**src/rtl/uart_receiver.sv**
```systemverilog
// UART receive path: one sample per tx_clk (no oversampling), 1 start bit, DATA_WIDTH
// data bits LSB first, 1 stop bit. Good bytes land in a valid/ready output register.
module uart_receiver #(
  parameter int unsigned DATA_WIDTH  = 8,
  parameter int unsigned SYNC_STAGES = 2
) (
  input  logic                  tx_clk,
  input  logic                  rst_n,
  input  logic                  rx_in,
  output logic [DATA_WIDTH-1:0] rx_data,
  output logic                  rx_valid,
  input  logic                  rx_ready,
  output logic                  frame_err,
  output logic                  overrun,
  output logic                  busy
);

  typedef enum logic [1:0] {
    S_IDLE,
    S_DATA,
    S_STOP,
    S_WAIT_HIGH
  } state_t;

  state_t                r_state;
  state_t                w_state_nxt;
  logic                  w_rx_s;
  logic [3:0]            r_cnt;
  logic [DATA_WIDTH-1:0] r_shift;
  logic [DATA_WIDTH-1:0] r_data;
  logic                  r_valid;
  logic                  r_ferr;
  logic                  r_ovr;
  logic                  r_busy;
  logic [DATA_WIDTH:0]   w_shift_cat;
  logic                  w_last_bit;
  logic                  w_stop_good;
  logic                  w_stop_bad;

  generate
    if (SYNC_STAGES == 0) begin : g_nosync
      assign w_rx_s = rx_in;
    end else begin : g_sync
      logic [SYNC_STAGES-1:0] r_sync;
      logic [SYNC_STAGES:0]   w_chain;
      // Concatenate-then-slice keeps the shift legal for a single stage too.
      assign w_chain = {r_sync, rx_in};
      always_ff @(posedge tx_clk or negedge rst_n) begin
        if (!rst_n) r_sync <= '1;
        else        r_sync <= w_chain[SYNC_STAGES-1:0];
      end
      assign w_rx_s = r_sync[SYNC_STAGES-1];
    end
  endgenerate

  assign w_shift_cat = {w_rx_s, r_shift};
  assign w_last_bit  = (r_cnt == 4'(DATA_WIDTH - 1));
  assign w_stop_good = (r_state == S_STOP) &&  w_rx_s;
  assign w_stop_bad  = (r_state == S_STOP) && !w_rx_s;

  always_ff @(posedge tx_clk or negedge rst_n) begin
    if (!rst_n) r_state <= S_IDLE;
    else        r_state <= w_state_nxt;
  end

  always_comb begin
    w_state_nxt = r_state;
    case (r_state)
      S_IDLE:      if (!w_rx_s)    w_state_nxt = S_DATA;
      S_DATA:      if (w_last_bit) w_state_nxt = S_STOP;
      S_STOP:      w_state_nxt = w_rx_s ? S_IDLE : S_WAIT_HIGH;
      S_WAIT_HIGH: if (w_rx_s)     w_state_nxt = S_IDLE;
      default:     w_state_nxt = S_IDLE;
    endcase
  end

  always_ff @(posedge tx_clk or negedge rst_n) begin
    if (!rst_n) begin
      r_cnt   <= '0;
      r_shift <= '0;
      r_data  <= '0;
      r_valid <= 1'b0;
      r_ferr  <= 1'b0;
      r_ovr   <= 1'b0;
      r_busy  <= 1'b0;
    end else begin
      r_ferr <= w_stop_bad;
      r_ovr  <= 1'b0;
      r_busy <= (w_state_nxt != S_IDLE);
      if ((r_state == S_IDLE) && !w_rx_s) r_cnt <= '0;
      if (r_state == S_DATA) begin
        r_shift <= w_shift_cat[DATA_WIDTH:1];
        r_cnt   <= r_cnt + 4'd1;
      end
      // A consume on the same edge as a new byte frees the slot, so no overrun.
      if (w_stop_good) begin
        if (!r_valid || rx_ready) begin
          r_data  <= r_shift;
          r_valid <= 1'b1;
        end else begin
          r_ovr <= 1'b1;
        end
      end else if (r_valid && rx_ready) begin
        r_valid <= 1'b0;
      end
    end
  end

  assign rx_data   = r_data;
  assign rx_valid  = r_valid;
  assign frame_err = r_ferr;
  assign overrun   = r_ovr;
  assign busy      = r_busy;

endmodule

```
**config.mk**
```make
export PLATFORM = sky130hd
export DESIGN_NAME = uart_receiver
export DESIGN_NICKNAME = d
export VERILOG_FILES = /design/src/rtl/uart_receiver.sv
export SDC_FILE = /design/constraint.sdc
export NUM_CORES = 1
export LEC_CHECK = 0
export CAP_MARGIN = 25
export CORE_MARGIN = 3
export CORE_UTILIZATION = 40
export CTS_CLUSTER_SIZE = 40
export DETAILED_ROUTE_END_ITERATION = 6
export SLEW_MARGIN = 20
export SYNTH_ARGS = -nofsm -noshare
export SYNTH_HDL_FRONTEND = slang
export SYNTH_SLANG_ARGS = --single-unit
```
**constraint.sdc**
```tcl
create_clock -name tx_clk -period 1.4 [get_ports tx_clk]
set_input_delay 0.28 -clock tx_clk [delete_from_list [all_inputs] [get_ports tx_clk]]
set_output_delay 0.28 -clock tx_clk [all_outputs]
set_load 0.02 [all_outputs]
```
### Word level (Yosys, flattened, before mapping)

Cells that the tools add are included.

* input bits: 4
* output and inout bits: 12
* logic and storage cells: 40
* register bits: 28

* $add $sub $neg: 1
* multiplexer cells: 12
* reductions and logical operators: 13
* equal/unequal tests: 5

Operators with widths (count)
* 2-to-1 mux 2 bit: 4
* 2-to-1 mux 4 bit: 2
* one-hot mux 2 bit (4 select lines): 1
* nonzero test 2 bit: 3
* 2-to-1 mux 1 bit: 5
* adder 4 x 1 -> 4 bit, second input constant: 1
* equality test 2 bit, second input constant: 2
* equality test 4 x 3 -> 1 bit, second input constant: 1
* logical AND 1 bit: 4
* AND reduction 2 bit: 2
* equality test 2 x 1 -> 1 bit, second input constant: 1
* zero test 1 bit: 2
* zero test 2 bit: 1
* inequality test 2 x 1 -> 1 bit, second input constant: 1
* logical OR 1 bit: 1

### Logic depth before layout (Yosys ltp)

Gate-level depths: netlist of the first run.

* depth in word-level cells: 4
* gate-level depth with buffers: 4
* gate-level depth less buffers: 4

### Worst setup path before layout of the first run

OpenSTA, ideal clock, no wires.

* path kind: reg-to-reg
* from: register g_sync.r_sync[1]
* to: register r_data[0] (netlist: rx_data[0])
* required time: 1.275 ns
* setup slack: 0.029 ns
* cell stages (with the launch flop): 5
* clock period less this slack: 1.371 ns
* setup time: 0.125 ns
* buffers on the path: 1
* arrival time: 1.246 ns
* path through: dfstp_2 -> nand3b_1 -> nor2b_1 -> buf_6 -> mux2_4

* longest elaborated chain between the ends: 2

Ends and longest elaborated chain
* start: declaration: RTL line 44 `logic [SYNC_STAGES-1:0] r_sync;`
* start signal: assignment: RTL line 50 `else r_sync <= w_chain[SYNC_STAGES-1:0];`
* logical AND 1 bit: RTL line 58 `assign w_stop_good = (r_state == S_STOP) && w_rx_s;`
* AND reduction 2 bit (no line)
* end signal: assignment: RTL line 98 `r_data <= r_shift;`
* end: declaration: RTL line 30 `logic [DATA_WIDTH-1:0] r_data;`

Every way passes these cells.
A chain may end at the register's enable or synchronous reset.

### Worst setup path in the final report of the first run

* from: register g_sync.r_sync[1]
* to: register r_data[5] (netlist: rx_data[5])

The elaborated chain is that of the path after synthesis.

==> run_results.csv, run 1 <==
group,metric,value,unit
critical_path,critPathKind,"flip-flop to flip-flop",
synth,ys_ff_latch,28,
floorplanning,die_w,58.3,um
clock_network,htree_levels,1,
timing,setup-violations-final,0,
critical_path,ff2ff_path_depth,4,
power_and_ir_drop,vdd_drop_max,0.00123,V
synth,postSynthAreaPerCell,15.4,um^2
timing,worst_slew_pin_slew,0.236,ns
synth,synthTopCellsByCount,"dfrtp_1 (26), mux2_2 (8), mux2_4 (8)",
synth,yosysMostFrequentCell,"dfrtp_1",
run_status,status,"complete, no violations",
place,dp_hpwl,1220,um
clock_network,insertion_delay,0.32,ns
route,post_drt_wl_per_cell,13.8,um
clock_network,clk_path_buf_depth,2,
timing,clock_skew,0.00787,ns
synth,yosys.cell_types.count,23,
critical_path,critPathCaptureType,"flip-flop",
critical_path,r2r_start,"g_sync.r_sync[1]",
timing,report.final.hold_viol_count,0,
synth,synth-edff-count,0,
synth,ys.flop_type,"dfrtp_1",
clock_network,clock-sinks,28,
route,ant_nets,0,
finish,diodes,0,
finish,synthToLayoutAreaGrowth,26.3,%
route,dr.pass1.iters,4,
worst_hold_path,hold_path_class,"input pin to async pin",
synth,syn_area,1090,um^2
finish,layout.cells.non_filler,125,
timing,finalCriticalPeriod,1.38,ns
clock_network,path_clk_slew,0.15,ns
global_routing,grt_pass1_vias,661,
clock_network,cts_buffers,3,
floorplanning,die_h,58.3,um
critical_path,worst_setup_path_start_kind,"flip-flop",
timing,rsz0062_at_grt,"true",
floorplanning,rows,18,
synth,yosysTopAreaCell,"dfrtp_1",
clock_network,cts_tree,"built",
timing,holdWs,0.299,ns
place,gp_congestion,0.759,
critical_path,reg2reg_setup_slack,0.02,ns
run,cap_violations,0,
synth,syn_nets,76,
power_and_ir_drop,pwr_density_cell,2350,nW/um^2
power_and_ir_drop,power,3250,uW
timing,finalMaxSlewViolations,0,
global_routing,antenna_found_initial,0,
place,port_buffers,15,
critical_path,worstPathArrival,1.61,ns
global_routing,grt.total_usage,11.7,%
clock_network,postCtsHoldBufs,0,
power_and_ir_drop,p_leak,0.000642,uW
critical_path,worst_ep_required_time,1.63,ns
timing,fin_crit_sh,98.7,%
global_routing,grt_max_degree,29,
floorplanning,io_pins,16,
route,viasPerCell,5.05,
finish,drive_gt1_share,31.6,%
floorplanning,initial_core_util,43.0,%
finish,multi_input_area,368,um^2
route,vias,631,
route,wl,1720,um
critical_path,crit_fanout,8,
finish,nets,101,
critical_path,timing.rr.end,"rx_data[5]",
synth,yosysSeqAreaShare,64.3,%
finish,regArea,703,um^2
synth,async_flop_share,100,%
finish,fill_cells,221,
synth,syn_inst,71,
timing,max_slew_margin,84.0,%
timing,fmax,724,MHz
route,drtIter0Drc,14,
route,drc,0,
synth,synth_top_area_share,59.5,%
global_routing,grt-ovfl-total,0,
global_routing,grt_pass1_wl,2970,um
floorplanning,die_area,3400,um^2
synth,synthTopCellsByArea,"dfrtp_1 (59%), mux2_4 (11%), mux2_2 (8.2%)",
synth,yosysWarnings,0,
place,dp_cells,120,
clock_network,root_buffer,"clkbuf_4",
floorplanning,core,2540,um^2
worst max-delay path: stages, from the launching register on:
cell and delay (ns):
dfstp_2 0.56, nand3b_1 0.10, nor2b_1 0.16, buf_6 0.18, mux2_4 0.31
power by group:
part,internal [uW],switching (uW)
combinational,779,574
sequential,1150,226
clock,289,226
worst max-delay path by stage:
stage                           startpoint         end  slack (ns)  cells after the start
after CTS                 g_sync.r_sync[1]  rx_data[5]      -0.006                      4
after global placement            rx_ready  rx_data[5]       -0.24                      5
final                     g_sync.r_sync[1]  rx_data[5]        0.02                      4
after global routing      g_sync.r_sync[1]  rx_data[4]       -0.05                      4
after floorplan           g_sync.r_sync[1]  rx_data[0]        0.03                      4
after detailed placement          rx_ready  rx_data[7]       -0.25                      5
timing repair:
action / 4_1_cts / 5_1_grt
setup endpoints to repair: 20 / 8
gates cloned: 0 / 0
gates resized for setup: 13 / 0
hold endpoints to repair: 0 / 0
setup buffers: 1 / 0
per-stage QoR:
stage	worst slack, ns	TNS [ns]	cell area [um^2]	util [%]
CTS	-0.00590	-0.00973	1380	54.3
detailed placement	-0.250	-1.97	1330	52.4
global placement	-0.243	-1.89	1330	52.4
global route	-0.0502	-0.341	1380	54.3
finish	0.0187	0	1380	54.3
floorplan	0.0288	0	1090	-
layout make-up:
cell class | count | share of cell area [%]
Sequential cell | 28 | 50.9
Multi-Input combinational cell | 40 | 26.6
Clock buffer | 3 | 1.63
Tap cell | 30 | 2.72
Timing Repair Buffer | 22 | 15.7
Inverter | 1 | 0.272
Clock inverter | 1 | 2.17
layout by cell type (no fill, tap or decap):
master / Yosys / routed
clkbuf_4: 0 / 3
nor2_1: 1 / 1
buf_12: 0 / 2
nor2b_1: 2 / 2
nand2_1: 3 / 3
o21ai_0: 3 / 3
nand3b_1: 1 / 1
o311ai_1: 1 / 1
o31a_1: 1 / 1
ha_1: 1 / 1
a32o_1: 1 / 1
mux2_2: 8 / 8
buf_6: 1 / 1
or2_2: 1 / 1
inv_1: 1 / 1
a22o_1: 1 / 1
dlygate4sd2_1: 0 / 12
o32ai_1: 1 / 1
nand3_1: 2 / 2
mux2i_1: 1 / 1
buf_4: 1 / 4
nand2b_1: 3 / 3
dfrtp_1: 26 / 26
bufinv_16: 0 / 1
mux2_4: 8 / 8
clkdlybuf4s50_1: 0 / 3
dfstp_2: 2 / 2
nor3_1: 1 / 1
layer usage:
layer	GRT usage (%)	share of wire, %	vias to the layer above	wire, um
li1	-	-	299	-
met1	15.2	47	319	807
met2	18.0	47	11	817
met3	2.45	4.6	2	80
met4	6.95	1.1	0	19
met5	0	0	-	0
logic make-up after synthesis:
| kind of cell | count (synthesis) | synth area share, % |
|---|---|---|
| muxes | 17 | 20.1 |
| DFF | 28 | 64.3 |
| adders and majority gates | 1 | 1.14 |
| AOI/OAI and AO/OA | 8 | 5.49 |
| buffers and inverters | 3 | 2.06 |
| and+or+nand+nor | 14 | 6.86 |
registers in the layout, summed over array words and instances (netlist names):
| register | flops |
|---|---|
| busy | 1 |
| rx_data | 8 |
| r_shift | 8 |
| frame_err | 1 |
| r_cnt | 4 |
| g_sync.r_sync | 2 |
| r_state | 2 |
| rx_valid | 1 |
| overrun | 1 |
(Power assumes the default switching activity.)
==> run 2, diff against run 1 <==
--- a/config.mk
+++ b/config.mk
@@ -5,7 +5,7 @@
 export SDC_FILE = /design/constraint.sdc
 export NUM_CORES = 1
 export LEC_CHECK = 0
-export CAP_MARGIN = 25
+export CAP_MARGIN = 20
 export CORE_MARGIN = 3
 export CORE_UTILIZATION = 40
 export CTS_CLUSTER_SIZE = 40
==> results of run 2 <==
Same layout as run 1: the final DEF is identical, and so are final timing and power.
